===== src/rtl/updown_sweep_pkg.sv =====
// Shared definitions for the up/down triangle-sweep sequencer.
// Holds the state encoding and the default bus widths.
package updown_sweep_pkg;

    localparam int WIDTH_DEF = 5;
    localparam int CNT_W_DEF = 4;

    typedef enum logic [1:0] {
        ST_IDLE = 2'd0,
        ST_UP   = 2'd1,
        ST_DOWN = 2'd2,
        ST_DONE = 2'd3
    } state_t;

endpackage


===== src/rtl/updown_core.sv =====
// Up/down counter datapath. It owns the count register; the controller
// decides when to load it and when to step it.
module updown_core #(
    parameter int WIDTH = 5
) (
    input  logic             clk,
    input  logic             reset_n,
    input  logic             load,
    input  logic [WIDTH-1:0] load_val,
    input  logic             en,
    input  logic             up,
    output logic [WIDTH-1:0] count
);

    logic [WIDTH-1:0] count_q;
    logic [WIDTH-1:0] count_d;

    always_comb begin
        count_d = count_q;
        if (load) begin
            count_d = load_val;
        end else if (en) begin
            count_d = up ? (count_q + WIDTH'(1)) : (count_q - WIDTH'(1));
        end
    end

    always_ff @(posedge clk or negedge reset_n) begin
        if (!reset_n) begin
            count_q <= '0;
        end else begin
            count_q <= count_d;
        end
    end

    assign count = count_q;

endmodule


===== src/rtl/updown_sweep_ctrl.sv =====
// Triangle-sweep sequencer: steps the counter lo->hi->lo for a programmed
// number of sweeps (0 = endless) and reports busy/done/err.
module updown_sweep_ctrl
    import updown_sweep_pkg::*;
#(
    parameter int WIDTH = WIDTH_DEF,
    parameter int CNT_W = CNT_W_DEF
) (
    input  logic             clk,
    input  logic             reset_n,
    input  logic             start,
    input  logic             stop,
    input  logic [WIDTH-1:0] lo,
    input  logic [WIDTH-1:0] hi,
    input  logic [CNT_W-1:0] cycles,
    output logic [WIDTH-1:0] count,
    output logic             dir,
    output logic             busy,
    output logic             done,
    output logic             err
);

    state_t           state_q, state_d;
    logic [WIDTH-1:0] lo_q, lo_d;
    logic [WIDTH-1:0] hi_q, hi_d;
    logic [CNT_W-1:0] cycles_q, cycles_d;
    logic [CNT_W-1:0] sweep_q, sweep_d;
    logic             done_q, done_d;
    logic             err_q, err_d;

    logic             core_load;
    logic [WIDTH-1:0] core_load_val;
    logic             core_en;
    logic             core_up;
    logic [CNT_W-1:0] sweep_inc;

    // Wraps naturally at 2^CNT_W, which is what endless mode relies on.
    assign sweep_inc = sweep_q + CNT_W'(1);

    always_comb begin
        state_d       = state_q;
        lo_d          = lo_q;
        hi_d          = hi_q;
        cycles_d      = cycles_q;
        sweep_d       = sweep_q;
        done_d        = 1'b0;
        err_d         = 1'b0;
        core_load     = 1'b0;
        core_load_val = lo_q;
        core_en       = 1'b0;
        core_up       = 1'b0;

        unique case (state_q)
            ST_IDLE: begin
                if (start) begin
                    if (lo < hi) begin
                        lo_d          = lo;
                        hi_d          = hi;
                        cycles_d      = cycles;
                        sweep_d       = '0;
                        core_load     = 1'b1;
                        core_load_val = lo;
                        state_d       = ST_UP;
                    end else begin
                        err_d = 1'b1;
                    end
                end
            end
            ST_UP: begin
                if (stop) begin
                    state_d = ST_IDLE;
                end else if (count != hi_q) begin
                    core_en = 1'b1;
                    core_up = 1'b1;
                end else begin
                    core_en = 1'b1;
                    state_d = ST_DOWN;
                end
            end
            ST_DOWN: begin
                if (stop) begin
                    state_d = ST_IDLE;
                end else if (count != lo_q) begin
                    core_en = 1'b1;
                end else begin
                    sweep_d = sweep_inc;
                    // Final sweep parks the counter on lo for the done cycle.
                    if ((cycles_q != '0) && (sweep_inc == cycles_q)) begin
                        state_d = ST_DONE;
                        done_d  = 1'b1;
                    end else begin
                        core_en = 1'b1;
                        core_up = 1'b1;
                        state_d = ST_UP;
                    end
                end
            end
            ST_DONE: begin
                state_d = ST_IDLE;
            end
            default: begin
                state_d = ST_IDLE;
            end
        endcase
    end

    always_ff @(posedge clk or negedge reset_n) begin
        if (!reset_n) begin
            state_q  <= ST_IDLE;
            lo_q     <= '0;
            hi_q     <= '0;
            cycles_q <= '0;
            sweep_q  <= '0;
            done_q   <= 1'b0;
            err_q    <= 1'b0;
        end else begin
            state_q  <= state_d;
            lo_q     <= lo_d;
            hi_q     <= hi_d;
            cycles_q <= cycles_d;
            sweep_q  <= sweep_d;
            done_q   <= done_d;
            err_q    <= err_d;
        end
    end

    updown_core #(
        .WIDTH(WIDTH)
    ) u_core (
        .clk      (clk),
        .reset_n  (reset_n),
        .load     (core_load),
        .load_val (core_load_val),
        .en       (core_en),
        .up       (core_up),
        .count    (count)
    );

    assign dir  = (state_q == ST_UP);
    assign busy = (state_q == ST_UP) || (state_q == ST_DOWN);
    assign done = done_q;
    assign err  = err_q;

endmodule


===== config.mk =====
export PLATFORM = sky130hd
export DESIGN_NAME = updown_sweep_ctrl
export DESIGN_NICKNAME = d
export VERILOG_FILES = /design/src/rtl/updown_sweep_pkg.sv /design/src/rtl/updown_core.sv /design/src/rtl/updown_sweep_ctrl.sv
export SDC_FILE = /design/constraint.sdc
export NUM_CORES = 1
export LEC_CHECK = 0
export ABC_AREA = 1
export CORE_UTILIZATION = 49
export CTS_CLUSTER_DIAMETER = 40
export DETAILED_ROUTE_END_ITERATION = 6
export PLACE_DENSITY_LB_ADDON = 0.2
export SLEW_MARGIN = 30
export SYNTH_ARGS = -nofsm -noshare
export SYNTH_HDL_FRONTEND = slang
export SYNTH_SLANG_ARGS = --single-unit

===== constraint.sdc =====
create_clock -name clk -period 2.7 [get_ports clk]
set_clock_uncertainty 0.1 [all_clocks]
set_input_delay 0.54 -clock clk [delete_from_list [all_inputs] [get_ports clk]]
set_output_delay 0.54 -clock clk [all_outputs]
set_load 0.005 [all_outputs]

==> key figures <==
Setup path
  – Arr. time, crit path: 2.83 ns
  – Setup crit end kind: flop
  – Worst path top cell family by delay: simple AND/OR/NAND/NOR gates
  – Crit start category: flop
  – CP max stage delay: between 0.4 and 0.5 ns
  – Worst path buffer plus inverter count: 3
  – Critical Path RT: 2.88 ns
  – Critical path's slowest cell: dfrtp_1
  – CP max FO: 5
  – Setup CP Type: reg -> reg
  – CP cell instances: ha_4 > xnor2_2 > nand2_1 > nor2_2 > nand3_2 > nand2_2 > nand2_4 > nand2_4 > inv_2 > fa_2 > inv_2 > nand3_2 > nand2_2 > xor2_2 > inv_1 > nand2_2 > nand3_2 > a21oi_2

Finish
  – Nets@finish: 312
  – Most common cell after layout, fill and taps aside: nand2_1
  – Area Growth Syn to Fin: 27.8%
  – Post-layout util: 0.673
  – Fillers: 321
  – Share of post-route cells with drive strength above 1: 0.204
  – Most frequent cells in the layout: nand2_1 (62), inv_1 (28), dfrtp_1 (27), clkdlybuf4s50_1 (26)
  – Number of diodes: 0

Power
  – Leakage Power: 1.14 nW
  – Tot Pwr: 0.00236 W
  – Maximum vdd drop: between 0.4 and 0.5 mV
  – Power per cell area: 1030 mW/mm^2

Flow run
  – Max-cap viol count: 0

Timing
  – Final min period: 2.64 ns
  – Period utilization: 0.979
  – RSZ-0062 raised after global routing: yes
  – Worst rel slew slack: 0.671
  – Endpoints failing setup: 0
  – Least-Margin Pin Slew: 0.490 ns
  – Final hold viol count: 0
  – Worst Setup Slack, final: around 0.055 ns
  – Max Clk Rate: ~380 MHz
  – Count of pins over their slew limit: 0

Clock network
  – CTS Root Cell: clkbuf_4
  – Clock Latency Late Sink: 0.33 ns
  – Clock sink count: 27
  – Clk buf depth: 2
  – Total CTS buffers: 3
  – Clock-pin transition on the worst setup and hold timing paths: 0.15 ns
  – CTS tree: done
  – H-tree levels: 1

Drt
  – Routed Antenna Nets: 0
  – Drt first-iter violations: 56
  – Post-route DRC violation count: 0
  – Pre-Repair DR Iteration Count: 4
  – WL final: 3.84 mm
  – Via count: 1601
  – Drt wl/cell: 11.8 um
  – Vias per cell: 4.91

Floorplanning
  – Initial Util: 0.526
  – Die Y-Extent: 62.6 um
  – Core ar.: 0.00342 mm^2
  – Row Count: 21
  – Die area: 0.00392 mm^2
  – Boundary Pins: 27
  – Die width: 62.6 um

Global routing
  – Vias in the first global route: 1462
  – Total global routing overflow: 0
  – Largest net degree at the start of global routing: 28
  – First-pass GRT wire length: between 6 and 7 mm
  – Initial antenna violation count: 0
  – Total Routing Usage GR: 0.208

Synthesis
  – Post-synthesis sequential area ratio: 0.376
  – Synthesized Nets: 268
  – Synth top area share: 0.376
  – Post-synthesis mux area share: 0
  – Synth Warn #: 0
  – Combinational family with the most area after synthesis: simple AND/OR/NAND/NOR gates
  – Synthesized area: ~0.0018 mm^2
  – Synth Area in XOR/XNOR: 0.0341
  – Synth area leaders: dfrtp_1 (38%), nand2_1 (13%), ha_1 (8.4%)
  – Cells after Synth: 237
  – Post-synthesis simple-gate area fraction: 0.280
  – Cell taking the most area after synthesis: dfrtp_1
  – Avg Cell Area, Syn: 7.59 um^2
  – Compound-cell area share of the yosys netlist: 0.116
  – Flop and latch count out of synthesis: 27
  – Adder-Cell Fraction of Synth Area: 0.0946
  – Post-synth cell types: 30

Placed design
  – I/O Buffers: 26
  – Final GP Congestion: 0.813
  – DP Worst Slack: -0.145 ns
  – Final HPWL DP: 2.88 mm

Min path
  – Hold crit path type: reg -> reg

Status
  – Outcome: finished, final reports clean
-- tightest hold or removal path, delay by kind of cell, from the launching register on --
family | cells | cell delay [ns]
AND/OR/NAND/NOR | 2 | 0.11
flip-flops | 1 | 0.39
-- registers in the layout, summed over array words and instances, names as in the netlist --
| name | count |
|---|---|
| hi_q | 5 |
| lo_q | 5 |
| u_core.count | 5 |
| cycles_q | 4 |
| sweep_q | 4 |
| state_q | 2 |
| done | 1 |
| err | 1 |
-- routing by layer --
| layer | track usage | part of all wire | vias up |
|---|---|---|---|
| met2 | 0.356 | 0.51 | 34 |
| met4 | 0.0785 | 0.017 | 0 |
| met5 | 0 | 0 | - |
| li1 | - | - | 842 |
| met3 | 0.0219 | 0.028 | 7 |
| met1 | 0.270 | 0.45 | 718 |
-- worst paths after layout --
| path | from | to | slack (ns) | cells past startpoint |
|---|---|---|---|---|
| max | sweep_q[0]$_DFFE_PN0P_ | u_core.count[4]$_DFFE_PN0P_ | 0.06 | 18 |
| min | hi_q[0]$_DFFE_PN0P_ | hi_q[0]$_DFFE_PN0P_ | 0.42 | 2 |
| min reg2reg | hi_q[0]$_DFFE_PN0P_ | hi_q[0]$_DFFE_PN0P_ | 0.42 | 2 |
| min in group asynchronous | reset_n | cycles_q[2]$_DFFE_PN0P_ | 0.45 | 2 |
| max in group asynchronous | reset_n | hi_q[2]$_DFFE_PN0P_ | 1.78 | 2 |
| max reg2reg | sweep_q[0]$_DFFE_PN0P_ | u_core.count[4]$_DFFE_PN0P_ | 0.06 | 18 |
-- logic make-up (layout without fill, tap and decap cells) --
group	after synthesis	after routing
simple gates	110	110
buf+inv	42	85
fa+ha+maj	13	13
xor+xnor	7	7
compound gates	38	38
flops	27	27
-- per-stage QoR --
stage / std cells / setup TNS (ns) / instance area, um^2 / hold WS (ns)
floorplan: 237 / 0 / 1800 / 0.144
global placement: 319 / -0.0653 / 2200 / 0.386
CTS: 324 / 0 / 2250 / 0.426
global route: 326 / -0.295 / 2300 / 0.460
finish: 326 / 0 / 2300 / 0.421
detailed placement: 319 / -0.145 / 2200 / 0.389
-- final cells by class --
type / instances / area (um^2) / share of cell area
Tap cell: 46 / 57.6 / 0.0251
Sequential cell: 27 / 676 / 0.294
Clock buffer: 4 / 26.3 / 0.0114
Multi-Input combinational cell: 168 / 995 / 0.433
Timing Repair Buffer: 43 / 400 / 0.174
Inverter: 38 / 143 / 0.0621
-- repair_timing --
item / 4_1_cts / 5_1_grt
endpoints found under the setup margin: 1 / 2
hold buffers: 0 / 0
resized for setup: 4 / 8
setup buffers: 1 / 2
pin swaps: 3 / 10
-- report_power, final --
group	internal, W	switching, W	total (W)
Sequential	0.000565	0.000151	0.000716
Clock	0.0000581	0.000126	0.000184
Combinational	0.000674	0.000785	0.00146
Total	0.00130	0.00106	0.00236
-- Yosys cell counts, drive strengths merged --
master / number
nand2: 71
o21ai: 28
xor2: 4
nor3: 1
nor2: 13
a31oi: 1
dfrtp: 27
or2: 4
xnor2: 3
nand3: 16
inv: 38
and3: 1
buf: 4
ha: 12
o21bai: 1
nand4: 4
a21oi: 8
fa: 1
Power figures use the tool's default switching activity.
